`src/rtl/mem_arbiter_2p.sv`:
```
// rtl/mem_arbiter_2p.sv - two-requester arbiter/sequencer in front of one memory; ARB_ROUND_ROBIN_EN selects round-robin grant
module mem_arbiter_2p #(
    parameter int XLEN    = 32,
    parameter int TIMEOUT = 16
) (
    input  logic            clk,
    input  logic            rst_n,
    input  logic            req0_v,
    output logic            req0_ready,
    input  logic            req0_we,
    input  logic [31:0]     req0_adr,
    input  logic [XLEN-1:0] req0_wdata,
    input  logic [3:0]      req0_strobe,
    output logic [XLEN-1:0] req0_rdata,
    output logic            req0_resp_v,
    output logic            req0_err,
    input  logic            req1_v,
    output logic            req1_ready,
    input  logic            req1_we,
    input  logic [31:0]     req1_adr,
    input  logic [XLEN-1:0] req1_wdata,
    input  logic [3:0]      req1_strobe,
    output logic [XLEN-1:0] req1_rdata,
    output logic            req1_resp_v,
    output logic            req1_err,
    output logic            mem_r_v,
    output logic            mem_w_v,
    output logic [31:0]     mem_adr,
    output logic [XLEN-1:0] mem_data,
    output logic [3:0]      mem_strobe,
    input  logic [XLEN-1:0] mem_resp,
    input  logic            mem_resp_valid,
    input  logic            mem_resp_error,
    output logic            busy
);

    localparam int CW = (TIMEOUT > 2) ? $clog2(TIMEOUT) : 1;

    typedef enum logic [1:0] {
        IDLE  = 2'd0,
        ISSUE = 2'd1,
        WAIT  = 2'd2
    } state_e;

    state_e                 state_q, state_d;
    logic                   owner_q, owner_d;
    logic                   we_q, we_d;
    logic [31:0]            adr_q, adr_d;
    logic [XLEN-1:0]        wdata_q, wdata_d;
    logic [3:0]             strobe_q, strobe_d;
    logic [CW-1:0]          cnt_q, cnt_d;
    logic [1:0]             resp_v_q, resp_v_d;
    logic [1:0]             err_q, err_d;
    logic [1:0][XLEN-1:0]   rdata_q, rdata_d;
    logic                   winner;
    logic                   accept;

`ifdef ARB_ROUND_ROBIN_EN
    logic                   last_grant_q, last_grant_d;
    assign winner = (req0_v && req1_v) ? !last_grant_q : !req0_v;
`else
    assign winner = !req0_v;
`endif

    assign accept     = (state_q == IDLE) && (req0_v || req1_v);
    assign req0_ready = rst_n && accept && !winner;
    assign req1_ready = rst_n && accept && winner;

    always_comb begin
        state_d  = state_q;
        owner_d  = owner_q;
        we_d     = we_q;
        adr_d    = adr_q;
        wdata_d  = wdata_q;
        strobe_d = strobe_q;
        cnt_d    = cnt_q;
        resp_v_d = '0;
        err_d    = '0;
        rdata_d  = '0;
`ifdef ARB_ROUND_ROBIN_EN
        last_grant_d = last_grant_q;
`endif
        unique case (state_q)
            IDLE: begin
                if (accept) begin
                    owner_d  = winner;
                    we_d     = winner ? req1_we     : req0_we;
                    adr_d    = winner ? req1_adr    : req0_adr;
                    wdata_d  = winner ? req1_wdata  : req0_wdata;
                    strobe_d = winner ? req1_strobe : req0_strobe;
                    state_d  = ISSUE;
`ifdef ARB_ROUND_ROBIN_EN
                    last_grant_d = winner;
`endif
                end
            end
            ISSUE: begin
                if (we_q) begin
                    resp_v_d[owner_q] = 1'b1;
                    err_d[owner_q]    = mem_resp_error;
                    state_d           = IDLE;
                end else begin
                    cnt_d   = '0;
                    state_d = WAIT;
                end
            end
            WAIT: begin
                // A real response takes precedence over an expiring timeout.
                if (mem_resp_valid) begin
                    resp_v_d[owner_q] = 1'b1;
                    err_d[owner_q]    = mem_resp_error;
                    rdata_d[owner_q]  = mem_resp;
                    state_d           = IDLE;
                end else if (cnt_q == CW'(TIMEOUT - 1)) begin
                    resp_v_d[owner_q] = 1'b1;
                    err_d[owner_q]    = 1'b1;
                    state_d           = IDLE;
                end else begin
                    cnt_d = cnt_q + 1'b1;
                end
            end
            default: state_d = IDLE;
        endcase
    end

    always_ff @(posedge clk or negedge rst_n) begin
        if (!rst_n) begin
            state_q  <= IDLE;
            owner_q  <= 1'b0;
            we_q     <= 1'b0;
            adr_q    <= '0;
            wdata_q  <= '0;
            strobe_q <= '0;
            cnt_q    <= '0;
            resp_v_q <= '0;
            err_q    <= '0;
            rdata_q  <= '0;
`ifdef ARB_ROUND_ROBIN_EN
            last_grant_q <= 1'b0;
`endif
        end else begin
            state_q  <= state_d;
            owner_q  <= owner_d;
            we_q     <= we_d;
            adr_q    <= adr_d;
            wdata_q  <= wdata_d;
            strobe_q <= strobe_d;
            cnt_q    <= cnt_d;
            resp_v_q <= resp_v_d;
            err_q    <= err_d;
            rdata_q  <= rdata_d;
`ifdef ARB_ROUND_ROBIN_EN
            last_grant_q <= last_grant_d;
`endif
        end
    end

    assign mem_r_v     = (state_q == ISSUE) && !we_q;
    assign mem_w_v     = (state_q == ISSUE) && we_q;
    assign mem_adr     = adr_q;
    assign mem_data    = wdata_q;
    assign mem_strobe  = strobe_q;
    assign busy        = (state_q != IDLE);
    assign req0_resp_v = resp_v_q[0];
    assign req1_resp_v = resp_v_q[1];
    assign req0_err    = err_q[0];
    assign req1_err    = err_q[1];
    assign req0_rdata  = rdata_q[0];
    assign req1_rdata  = rdata_q[1];

endmodule

```
`config.mk`:
```
export PLATFORM = sky130hd
export DESIGN_NAME = mem_arbiter_2p
export DESIGN_NICKNAME = d
export VERILOG_FILES = /design/src/rtl/mem_arbiter_2p.sv
export SDC_FILE = /design/constraint.sdc
export NUM_CORES = 1
export LEC_CHECK = 0
export BUFFER_PORTS_ARGS = -buffer_cell sky130_fd_sc_hd__buf_2
export CAP_MARGIN = 20
export CORE_AREA = 2 2 124 126
export CTS_CLUSTER_DIAMETER = 50
export DETAILED_ROUTE_END_ITERATION = 8
export DIE_AREA = 0 0 126 128
export MAX_ROUTING_LAYER = met4
export PLACE_DENSITY_LB_ADDON = 0.15
export SYNTH_ARGS = -nofsm -noshare
export SYNTH_HDL_FRONTEND = slang
export SYNTH_SLANG_ARGS = --single-unit
```
`constraint.sdc`:
```
create_clock -name clk -period 2.4 [get_ports clk]
set_input_delay 0.12 -clock clk [delete_from_list [all_inputs] [get_ports clk]]
set_output_delay 0.12 -clock clk [all_outputs]
set_load 0.05 [all_outputs]
```
==> results.sh, run 1 <==
export IMPL_slew_limit_headroom_pct=46.5
export IMPL_muxShareOfSynthArea_pct=12.3
export IMPL_core_um2=14900
export IMPL_max_vdd_ir_drop_v=0.000708
export IMPL_fin_util_pct=61.6
export IMPL_yosysTopAreaCell="dfrtp_1"
export IMPL_slew_viol_final=0
export IMPL_dr_wl_met2_um=8610
export IMPL_tns_ns=0
export IMPL_cts_resized_gates=0
export IMPL_reg2regPathDepth=5
export IMPL_numClockSinks=144
export IMPL_cts_root_buf="clkbuf_16"
export IMPL_synth_simple_area_share_pct=13.3
export IMPL_failed_checks="hold timing"
export IMPL_cts_buffer_depth=2
export IMPL_syn_avg_cell_area_um2=10.9
export IMPL_grt_remaining_overflow=0
export IMPL_area_growth_pct=57.7
export IMPL_cts_tree="done"
export IMPL_ios=317
export IMPL_antenna_diode_count=0
export IMPL_synthesis_area_um2=5810
export IMPL_fin_crit_ns=1.93
export IMPL_p_per_area_nw_per_um2=1220
export IMPL_wl_met1_um=6610
export IMPL_critical_path_max_stage_delay_ns=0.39
export IMPL_setup_viol=0
export IMPL_maxCapViolations=0
export IMPL_required_ns=2.28
export IMPL_preCtsSetupSlack_ns=0.668
export IMPL_hold_class="primary input to flip-flop"
export IMPL_ys_seq_area_share_pct=62.0
export IMPL_arrival_ns=1.81
export IMPL_finalNonFillerCells=1144
export IMPL_start_kind="flip-flop"
export IMPL_yosys_area_share_xor_xnor_pct=0
export IMPL_fillers=1225
export IMPL_die_area_um2=16100
export IMPL_htreeDepth=4
export IMPL_placedCellCount=1015
export IMPL_start_util_pct=39.1
export IMPL_drt_wl_total_um=16800
export IMPL_fmax_mhz=517
export IMPL_crit_path_top_delay_cell="dfrtp_1"
export IMPL_placed_area_um2=7560
export IMPL_hold_path_cell_count=3
export IMPL_drc_errors=0
export IMPL_synth_most_common_cell="dfrtp_1"
export IMPL_synth_cell_types=35
export IMPL_cts_setup_buffers=0
export IMPL_cts_buffers=17
export IMPL_synth_edff_count=0
export IMPL_worstPathMaxFanout=4
export IMPL_yosys_warnings=0
export IMPL_synthAdderAreaFrac_pct=1.08
export IMPL_hold_viol_final=1
export IMPL_period_share_pct=80.6
export IMPL_hold_slack_ns=-0.00602
export IMPL_dr_pass1_iters=4
export IMPL_synth_seq_cells=144
export IMPL_rsz0062_at_grt="no"
export IMPL_grt_pass1_wl_um=26000
export IMPL_finClkSkew_ns=0.00756
export IMPL_layout_setup_ws_ns=0.465
export IMPL_leakagePower_nw=4.97
export IMPL_yosysTopAreaCellShare_pct=62.0
export IMPL_clkSlewWorstSetupHoldPaths_ns=0.06
export IMPL_numPortBuffers=316
export IMPL_drtIter0Drc=166
export IMPL_fin_area_um2=9160
export IMPL_num_rows=45
export IMPL_insertion_delay_ns=0.42
export IMPL_ys_flop_type="dfrtp_1"
export IMPL_dp_hpwl_um=11800
export IMPL_crit_chain="inv_1 -> ha_1 -> o21ai_4 -> nor3b_2 -> buf_2"
export IMPL_ant_nets=0
export IMPL_status="complete, but fails checks"
export IMPL_met3_length_um=1210
export IMPL_grt_usage_pct=21.0
export IMPL_synth_async_sr_flop_share_pct=100
export IMPL_synth_common_cells="dfrtp_1, nand2_1, mux2i_1"
export IMPL_drive_above_1_share_pct=38.1
export IMPL_grt_max_degree=69
export IMPL_crit_type="flip-flop to output port"
export IMPL_synth_compound_area_share_pct=8.01
export IMPL_cp_end_kind="output port"
export IMPL_syn_inst=535
export IMPL_synth_top_family_by_area="simple AND/OR/NAND/NOR gates"
export IMPL_top_layer_used="met4"
export IMPL_dr_total_vias=5360
export IMPL_grt_pass1_vias=5430
export IMPL_avgViaCountPerCell=4.69
export IMPL_nNetsFinal=1124
export IMPL_synth_area_top_cells="dfrtp_1, mux2i_1, nand2_1"
export IMPL_die_h_um=128
export IMPL_synth_nets=716
export IMPL_die_x_um=126
export IMPL_antenna_found_initial=0
export IMPL_wl_per_cell_um=14.7
export IMPL_worst_pin_slew_ns=0.803
export IMPL_gp_congestion=0.793
sequential cells by signal (all words and copies together) (netlist names):
register,cells
we_q,1
req0_rdata,32
state_q,2
cnt_q,4
owner_q,1
resp_v_q,2
err_q,2
mem_strobe,4
mem_adr,32
mem_data,32
req1_rdata,32
cell usage in the layout, fill, tap and decap left out, types with 7 or more instances in the layout:
cell type / netlist / routed
buf_2: 14 / 314
buf_4: 6 / 9
clkbuf_16: 0 / 17
dfrtp_1: 144 / 144
dlygate4sd3_1: 0 / 97
mux2i_1: 69 / 69
nand2_1: 107 / 107
nor2_1: 68 / 68
o21ai_0: 64 / 64
o21ai_1: 8 / 7
metrics by stage:
stage,hold WS [ns],total power [W]
floorplan,-0.176,0.00702
global placement,-0.0126,0.00822
detailed placement,-0.00528,0.00833
CTS,0.0000180,0.0113
global route,0.00852,0.0117
finish,-0.00602,0.0112
power breakdown:
| part | internal (W) | switching [W] |
|---|---|---|
| Clock | 0.00171 | 0.00105 |
| Sequential | 0.00311 | 0.000358 |
| Combinational | 0.00116 | 0.00377 |
| Total | 0.00598 | 0.00518 |
repair_timing:
| item | CTS | global route |
|---|---|---|
| setup endpoints to repair | 0 | 0 |
| endpoints found under the hold margin | 125 | 0 |
| hold buffers | 97 | 0 |
layout make-up:
type	count	area (µm²)	share of cell area (%)
inverter	6	22.5	0.246
clock buffer	19	453	4.94
multi-input combinational	352	2030	22.1
tap	188	235	2.57
timing repair buffer	422	2640	28.8
sequential	144	3600	39.3
clock inverter	13	176	1.93
cells by family (layout without fill, tap and decap cells):
family / after synthesis / count (layout)
flops: 144 / 144
buf+inv: 39 / 460
fa+ha+maj: 5 / 5
compound gates: 85 / 85
simple gates: 191 / 191
mux: 71 / 71
worst max-delay path: cells and delay by family, from the launching register on:
kind / cells / cell delay (ns)
flip-flops: 1 / 0.39
AND/OR/NAND/NOR: 1 / 0.18
adder cells (fa/ha/maj): 1 / 0.31
AO/OA/AOI/OAI: 1 / 0.11
buffers and inverters: 2 / 0.41
per-layer routing:
layer  GRT usage [%]  vias up
met5               -        -
met4            8.53        0
met3            5.43       31
met2            36.7      220
met1            22.9     2517
li1                -     2592
worst paths after layout:
check / startpoint / endpoint / slack (ns)
max reg2reg: state_q[0] / cnt_q[1] / 0.66
min reg2reg: mem_adr[14] / mem_adr[14] / 0.47
min: req1_wdata[12] / mem_data[12] / -0.006
max: state_q[0] / req1_ready / 0.47
max in group asynchronous: rst_n / req0_rdata[9] / 1.15
min in group asynchronous: rst_n / owner_q / 0.20
No activity file was read; power rests on OpenSTA's default activity.
==> inputs of run 2 (changes only) <==
Clock period 2.4 ns to 1.8 ns, I/O delays scaled along.
==> results.sh, run 2 (synthesis results as in run 1) <==
export IMPL_status="completed"
export IMPL_start_kind="primary input"
export IMPL_cts_buffer_depth=2
export IMPL_hold_viol_final=0
export IMPL_p_per_area_nw_per_um2=1530
export IMPL_avgViaCountPerCell=4.72
export IMPL_finalPower_w=0.0150
export IMPL_final_common_cell="buf_2"
export IMPL_cp_top_family="buffers and inverters"
export IMPL_hold_class="primary input to flip-flop"
export IMPL_start_util_pct=39.1
export IMPL_nNetsFinal=1185
export IMPL_grt_max_degree=83
export IMPL_period_share_pct=96.4
export IMPL_fin_area_um2=9820
export IMPL_wl_per_cell_um=15.9
export IMPL_clkSlewWorstSetupHoldPaths_ns=0.06
export IMPL_hold_slack_ns=0.000764
export IMPL_insertion_delay_ns=0.41
export IMPL_drt_wl_total_um=19200
export IMPL_antenna_found_initial=2
export IMPL_core_um2=14900
export IMPL_maxCapViolations=0
export IMPL_hold_path_cell_count=3
export IMPL_fin_util_pct=66.1
export IMPL_cts_setup_buffers=0
export IMPL_cp_end_kind="flip-flop"
export IMPL_crit_chain="dlygate4sd3_1 -> buf_6 -> buf_16 -> mux2i_1 -> dlygate4sd3_1 -> o21ai_0"
export IMPL_drive_above_1_share_pct=36.7
export IMPL_placed_area_um2=7620
export IMPL_cts_tree="done"
export IMPL_dr_pass1_iters=6
export IMPL_cp_depth=6
export IMPL_final_cell_mix="buf_2, dlygate4sd3_1, dfrtp_1"
export IMPL_cts_buffers=17
export IMPL_arrival_ns=2.01
export IMPL_gp_congestion=0.799
export IMPL_htreeDepth=4
export IMPL_path_common_cell="dlygate4sd3_1"
export IMPL_drtIter0Drc=250
export IMPL_worst_pin_slew_ns=0.554
export IMPL_setup_viol=0
export IMPL_finClkSkew_ns=0.00701
export IMPL_required_ns=2.07
export IMPL_num_rows=45
export IMPL_fmax_mhz=576
export IMPL_fin_crit_ns=1.74
export IMPL_crit_type="primary input to flip-flop"
export IMPL_max_vdd_ir_drop_v=0.00103
export IMPL_grt_pass1_wl_um=29900
export IMPL_die_h_um=128
export IMPL_drc_errors=0
export IMPL_crit_path_top_delay_cell="dlygate4sd3_1"
export IMPL_leakagePower_nw=5.22
export IMPL_rsz0062_at_grt="no"
export IMPL_slew_viol_final=0
export IMPL_grt_pass1_vias=5994
export IMPL_worstPathMaxFanout=26
export IMPL_crit_buf_inv=4
export IMPL_numPortBuffers=316
export IMPL_grt_usage_pct=24.3
export IMPL_tns_ns=0
export IMPL_cts_root_buf="clkbuf_16"
export IMPL_die_x_um=126
export IMPL_numClockSinks=144
export IMPL_slew_limit_headroom_pct=63.1
export IMPL_fillers=1141
export IMPL_ant_nets=0
export IMPL_dr_total_vias=5699
export IMPL_dp_hpwl_um=12400
export IMPL_critical_path_max_stage_delay_ns=0.57
export IMPL_area_growth_pct=69.1
export IMPL_grt_remaining_overflow=0
export IMPL_die_area_um2=16100
export IMPL_reg2regPathDepth=4
export IMPL_ios=317
==> run 2: metal layers <==
layer,GRT usage (%),wire [µm],vias to the layer above
met5,-,0,-
met4,10.3,563,0
met3,6.22,1260,45
met2,41.0,9740,252
met1,27.7,7670,2676
li1,-,-,2726
==> run 2: path summary, 6_finish.rpt <==
check / from / end / slack [ns]
max in group asynchronous: rst_n / req0_rdata[15] / 0.87
setup / recovery: req0_v / mem_adr[0] / 0.06
setup reg to reg: cnt_q[0] / cnt_q[2] / 0.22
min in group asynchronous: rst_n / req1_rdata[2] / 0.09
hold reg to reg: mem_strobe[3] / mem_strobe[3] / 0.47
hold / removal: req1_adr[30] / mem_adr[30] / 0.0008
==> run 2: cell type report <==
| type | instances | area, µm² | share of cell area [%] |
|---|---|---|---|
| inverters | 6 | 22.5 | 0.229 |
| flip-flops and latches | 144 | 3600 | 36.7 |
| diodes | 2 | 5.00 | 0.0510 |
| clock buffers | 17 | 425 | 4.33 |
| repair buffers | 483 | 3320 | 33.8 |
| clock inverters | 15 | 163 | 1.66 |
| multi-input cells | 352 | 2050 | 20.8 |
| well taps | 188 | 235 | 2.39 |
==> run 2: worst reg2reg max path: cells and delay by family (launching register included) <==
family / cells / cell delay, ns
flip-flops: 1 / 0.40
adder cells (fa/ha/maj): 1 / 0.27
AO/OA/AOI/OAI: 2 / 0.44
AND/OR/NAND/NOR: 1 / 0.37
==> run 2: power breakdown <==
group          internal, W  switching, W  leakage [nW]
Clock              0.00206       0.00145         0.280
Sequential         0.00414      0.000484          1.89
Combinational      0.00177       0.00515          3.06
==> run 2: stage by stage <==
| step | setup WS (ns) | cells |
|---|---|---|
| global placement | 0.270 | 1019 |
| detailed placement | 0.234 | 1019 |
| global route | 0.00347 | 1207 |
| CTS | 0.00248 | 1204 |
| finish | 0.0643 | 1207 |
| floorplan | 0.0619 | 535 |
==> run 2: repair_timing <==
item | CTS | global route
resized for setup | 7 | 8
cloned | 0 | 1
pin swaps | 0 | 0
hold buffers | 153 | 0
endpoints found under the hold margin | 227 | 0
endpoints found under the setup margin | 3 | 56
